**config.mk**
```make
export PLATFORM = sky130hd
export DESIGN_NAME = ipcore_ingress_fifo
export DESIGN_NICKNAME = d
export VERILOG_FILES = /design/src/rtl/ipcore_ingress_fifo.sv
export SDC_FILE = /design/constraint.sdc
export NUM_CORES = 1
export LEC_CHECK = 0
export CORE_MARGIN = 2
export CORE_UTILIZATION = 37
export CTS_CLUSTER_SIZE = 28
export DETAILED_ROUTE_END_ITERATION = 16
export PLACE_DENSITY = 0.6
export SLEW_MARGIN = 20
export SYNTH_ARGS = -nofsm -noshare
export SYNTH_HDL_FRONTEND = slang
export SYNTH_SLANG_ARGS = --single-unit
```
**constraint.sdc**
```tcl
create_clock -name clk -period 4.11 [get_ports clk]
set_input_delay 0.411 -clock clk [delete_from_list [all_inputs] [get_ports clk]]
set_output_delay 0.411 -clock clk [all_outputs]
set_load 0.01 [all_outputs]
```
**src/rtl/ipcore_ingress_fifo.sv**
```systemverilog
// Ingress FIFO ahead of ipcore: valid/ready in and out, first-word fall-through.
// Define IPCORE_INGRESS_CNT_EN to add the xfer_cnt push counter and drop_attempt sticky flag.
module ipcore_ingress_fifo #(
  parameter int DATA_W       = 32,
  parameter int DEPTH        = 8,
  parameter int AFULL_THRESH = 6
) (
  input  logic                     clk,
  input  logic                     rst,
  input  logic                     s_valid,
  output logic                     s_ready,
  input  logic [DATA_W-1:0]        s_data,
  output logic                     m_valid,
  input  logic                     m_ready,
  output logic [DATA_W-1:0]        m_data,
  output logic [$clog2(DEPTH):0]   level,
  output logic                     almost_full,
`ifdef IPCORE_INGRESS_CNT_EN
  output logic                     empty,
  output logic [31:0]              xfer_cnt,
  output logic                     drop_attempt
`else
  output logic                     empty
`endif
);

  localparam int PTR_W = $clog2(DEPTH);
  localparam int LVL_W = PTR_W + 1;

  logic [DATA_W-1:0] mem_q [DEPTH];
  logic [DATA_W-1:0] mem_d [DEPTH];
  logic [PTR_W-1:0]  wr_ptr_q, wr_ptr_d;
  logic [PTR_W-1:0]  rd_ptr_q, rd_ptr_d;
  logic [LVL_W-1:0]  level_q, level_d;
  logic              push, pop;

  // Handshake readiness comes only from stored level, so a full FIFO
  // refuses a word even when ipcore pops in the same cycle.
  assign s_ready     = (level_q != LVL_W'(DEPTH));
  assign m_valid     = (level_q != '0);
  assign m_data      = mem_q[rd_ptr_q];
  assign level       = level_q;
  assign empty       = (level_q == '0);
  assign almost_full = (level_q >= LVL_W'(AFULL_THRESH));

  assign push = s_valid && s_ready;
  assign pop  = m_valid && m_ready;

  always_comb begin
    mem_d    = mem_q;
    wr_ptr_d = wr_ptr_q;
    rd_ptr_d = rd_ptr_q;
    level_d  = level_q;
    if (push) begin
      mem_d[wr_ptr_q] = s_data;
      wr_ptr_d        = wr_ptr_q + PTR_W'(1);
    end
    if (pop) begin
      rd_ptr_d = rd_ptr_q + PTR_W'(1);
    end
    case ({push, pop})
      2'b10:   level_d = level_q + LVL_W'(1);
      2'b01:   level_d = level_q - LVL_W'(1);
      default: level_d = level_q;
    endcase
  end

  always_ff @(posedge clk) begin
    if (rst) begin
      wr_ptr_q <= '0;
      rd_ptr_q <= '0;
      level_q  <= '0;
    end else begin
      wr_ptr_q <= wr_ptr_d;
      rd_ptr_q <= rd_ptr_d;
      level_q  <= level_d;
    end
  end

  // Storage needs no reset; level gates every read of it.
  always_ff @(posedge clk) begin
    mem_q <= mem_d;
  end

`ifdef IPCORE_INGRESS_CNT_EN
  logic [31:0] xfer_cnt_q, xfer_cnt_d;
  logic        drop_attempt_q, drop_attempt_d;

  always_comb begin
    xfer_cnt_d     = push ? xfer_cnt_q + 32'd1 : xfer_cnt_q;
    drop_attempt_d = drop_attempt_q | (s_valid & ~s_ready);
  end

  always_ff @(posedge clk) begin
    if (rst) begin
      xfer_cnt_q     <= '0;
      drop_attempt_q <= 1'b0;
    end else begin
      xfer_cnt_q     <= xfer_cnt_d;
      drop_attempt_q <= drop_attempt_d;
    end
  end

  assign xfer_cnt     = xfer_cnt_q;
  assign drop_attempt = drop_attempt_q;
`endif

endmodule

```
Yosys cells after proc, flatten, opt, wreduce, memory -nomap -nowiden
Cells that the tools add are included.
W data, S select, Z words.
- input bits: 36
- flip-flop bits (word level): 266
- output and inout bits: 40
- bitwise gates (word level): 2
- eq/ne operators: 3
- multiplexer cells: 7
- add/subtract/negate cells: 4
- reductions and logical operators: 6
- magnitude comparators: 4
- operators by type and width (kind ; count):
    $bwmux W256 ; 1
    $bmux W32 S3 ; 1
    $demux W32 S3 ; 1
    $mux W32 ; 3
    $ge A4 B4 Y1 const B ; 2
    $not A3 Y4 ; 2
    $pmux W4 S2 ; 1
    $add A3 B1 Y3 const B ; 2
    $add A4 B1 Y4 const B ; 1
    $ge A4 B3 Y1 const B ; 1
    $logic_not A4 Y1 ; 1
    $lt A4 B1 Y1 const B ; 1
    $ne A4 B4 Y1 const B ; 1
    $reduce_bool A4 Y1 ; 1
    $sub A4 B1 Y4 const B ; 1
    $logic_and A1 B1 Y1 ; 3
    $eq A2 B1 Y1 const B ; 1
    $eq A2 B2 Y1 const B ; 1
    $reduce_bool A2 Y1 ; 1

Depth between registers and ports, before layout
- word-level depth: 6
- depth in mapped cells: 11
- mapped depth without buffers: 10

Worst setup path after synthesis
OpenSTA, ideal clock, no wires.
- kind: reg-to-reg
- start: register level_q[1] (netlist: level[1])
- end: register mem_q[224] in the netlist's numbering, enable pin
- stages on the path, launching flop included: 5
- clock period less this slack: 4.422 ns
- data required time: 3.609 ns
- slack: -0.312 ns
- arrival: 3.921 ns
- path buffers: 1
- path through: dfxtp_1 -> or4b_1 -> buf_2 -> nand2_2 -> nor4_1
- longest elaborated chain between the ends: 2
- ends and longest elaborated chain (item ; RTL line ; source):
    start, declared ; 34 ; logic [LVL_W-1:0] level_q, level_d;
    start signal, assigned ; 76 ; level_q <= level_d;
    $ne A4 B4 Y1 ; 39 ; assign s_ready = (level_q != LVL_W'(DEPTH));
    net s_ready ; 11 ; output logic s_ready,
    $logic_and A1 B1 Y1 ; 46 ; assign push = s_valid && s_ready;
    end signal, assigned ; 82 ; mem_q <= mem_d;
    end, declared ; 30 ; logic [DATA_W-1:0] mem_q [DEPTH];
The timed path passes the listed nets, and every way through them passes these cells.
A chain may end at the register's enable or synchronous reset.

Final worst setup path
- start: register rd_ptr_q[0]
- end: output port m_data[13]
- longest elaborated chain between the ends: 4
- ends and longest elaborated chain (item ; RTL line ; source):
    start, declared ; 33 ; logic [PTR_W-1:0] rd_ptr_q, rd_ptr_d;
    start signal, assigned ; 75 ; rd_ptr_q <= rd_ptr_d;
    $not A3 Y4 (implied by the code) ; 41 ; assign m_data = mem_q[rd_ptr_q];
    $bmux W32 S3 ; 41 ;
    $mux W32 (implied by the code) (2 in a row) ; 41 ;
    end, declared ; 15 ; output logic [DATA_W-1:0] m_data,
Every way passes these cells. The select of a mux whose other input is x is not followed.

==> impl_metrics.env <==
export IMPL_synthAdderAreaFrac=0.00798
export IMPL_worstSetupEndpointType="output port"
export IMPL_arrival_ns=3.00
export IMPL_ir_drop_v=0.000267
export IMPL_vias=4642
export IMPL_dieArea_sq_mm=0.0293
export IMPL_grt_pass1_wl_microns=29800
export IMPL_synthDistinctLibCells=29
export IMPL_routed_via_density=4.99
export IMPL_grt_pass1_vias=4985
export IMPL_hold_viol=0
export IMPL_timing_hold_ws_ns=0.535
export IMPL_dp_slack_ns=1.18
export IMPL_crit_path_start_kind="register"
export IMPL_cts_tree="yes"
export IMPL_setup_viol=0
export IMPL_cts_buffers=27
export IMPL_synthTopCellsByArea="edfxtp_1, mux4_2, mux4_1"
export IMPL_cts_buffer_depth=3
export IMPL_fmax_ghz=0.293
export IMPL_place_area_sq_mm=0.0116
export IMPL_max_cap_viol_count=0
export IMPL_drc=0
export IMPL_yosys_area_top_type="edfxtp_1"
export IMPL_fin_crit_ns=3.41
export IMPL_final_common_cell="edfxtp_1"
export IMPL_diodes=0
export IMPL_fin_area_sq_mm=0.0125
export IMPL_drt_iter0_markers=214
export IMPL_grt_max_degree=67
export IMPL_postCtsSetupBuffers=0
export IMPL_synth_compound_area_frac=0.00484
export IMPL_synth_main_ff_cell="edfxtp_1"
export IMPL_crit_required_ns=3.70
export IMPL_utilization=0.452
export IMPL_rows=61
export IMPL_ys_seq_area_frac=0.762
export IMPL_fin_skew_ns=0.0174
export IMPL_most_common_layout_cells="edfxtp_1, clkdlybuf4s50_1, mux4_2"
export IMPL_syn_cell_area_sq_mm=0.0103
export IMPL_clock_sinks=266
export IMPL_io_buffer_count=75
export IMPL_synth_xor_area_frac=0.00508
export IMPL_synth_seq_cells=266
export IMPL_timing_slew_headroom=0.363
export IMPL_die_h_microns=171
export IMPL_wl_per_cell_microns=21.1
export IMPL_fin_ws_ns=0.697
export IMPL_dp_hpwl_microns=10400
export IMPL_ioPinCount=76
export IMPL_area_growth_pct=20.8
export IMPL_yosysWarningCount=0
export IMPL_crit_fanout=39
export IMPL_fin_crit_sh=0.830
export IMPL_cts_max_level=1
export IMPL_cts_root_buf="clkbuf_16"
export IMPL_cts_resized_gates=0
export IMPL_muxShareOfSynthArea=0.184
export IMPL_start_util=0.374
export IMPL_nets=578
export IMPL_layout_drive_gt1_share=0.237
export IMPL_outcome="finished clean"
export IMPL_async_reset_ff_frac=0
export IMPL_dr_pass1_iters=4
export IMPL_syn_area_per_cell_sq_um=23.3
export IMPL_grtUsageTotal=0.137
export IMPL_path_clk_slew_ns=0.06
export IMPL_antenna_found_initial=1
export IMPL_clock_latency_ns=0.52
export IMPL_netlist_instances=444
export IMPL_antenna_left=0
export IMPL_place_congestion=0.671
export IMPL_synthSimpleGateAreaFrac=0.0161
export IMPL_path_class="register to output port"
export IMPL_syn_nets=486
export IMPL_synth_top_area_frac=0.743
export IMPL_synth_edf_count=256
export IMPL_leakage_nw=3.93
export IMPL_tightest_slew_ns=0.956
export IMPL_hold_class="input pin to register"
export IMPL_rsz0062_at_grt="false"
export IMPL_synth_top_family_by_area="multiplexers"
export IMPL_dieWidth_microns=171
export IMPL_grt_overflow=0
export IMPL_setup_tns_ns=0
export IMPL_ctsHoldBuffers=0
export IMPL_core_area_sq_mm=0.0276
export IMPL_powerDensity_mw_per_mm2=598
export IMPL_finalMaxSlewViolations=0
export IMPL_routed_wl_microns=19600
-- routing by layer --
metal  global-route usage  part of all wire  vias to the layer above
met4               0.0287             0.014                        2
met5                    0           0.00066                        -
met2                0.240              0.51                       91
li1                     -                 -                     2074
met3               0.0285             0.045                       22
met1                0.177              0.43                     2453
-- worst max-delay path, stage by stage (launching register included) --
cell	delay [ns]
dfxtp_4	0.70
buf_12	0.36
mux4_1	0.62
mux2_2	0.29
clkdlybuf4s50_1	0.48
-- kinds of logic after synthesis --
family	after synthesis
fa+ha+maj	6
mux	96
buf+inv	27
simple gates	34
flops	266
xor+xnor	6
compound gates	9
-- report_power, final --
part | switching [mW] | leakage (nW) | internal (mW)
sequential | 0.176 | 2.41 | 3.13
combinational | 0.629 | 1.07 | 0.967
clock | 0.983 | 0.448 | 1.59
total | 1.79 | 3.93 | 5.69
-- flip-flops by register name, indices dropped and copies added (netlist names) --
register,count
mem_q,256
level,4
rd_ptr_q,3
wr_ptr_q,3
-- Yosys cell counts, types with 2 or more instances --
master and instances:
buf_12 4, nand2b_1 2, inv_1 5, nand3_1 6, buf_2 7, nor2_1 12, a21oi_1 7, mux2_2 32
mux4_1 28, ha_1 5, clkbuf_1 6, nor3_1 4, xor2_1 6, nand2_1 4, edfxtp_1 256, mux4_2 36
or4_1 2, buf_6 2, dfxtp_1 10
-- path summary, 6_finish.rpt --
check	start	endpoint	slack, ns	cells past startpoint
worst max-delay path	rd_ptr_q[0]	m_data[13]	0.70	4
worst max register to register	level[3]	level[3]	1.27	9
worst min register to register	level[3]	level[3]	0.54	2
worst min-delay path	m_ready	rd_ptr_q[1]	0.54	3
-- through the flow --
step,instances,power [mW]
floorplan,444,4.41
global placement,885,4.98
detailed placement,885,5.00
CTS,931,7.59
global route,931,7.81
finish,931,7.48
-- cell type report --
type	count	area, sq um
sequential	266	7900
clock buffer	31	691
fill	2326	15100
multi-input combinational	151	2320
timing repair buffer	85	851
tap	378	473
inverter	5	18.8
clock inverter	15	253
No activity file was read; power rests on OpenSTA's default activity.
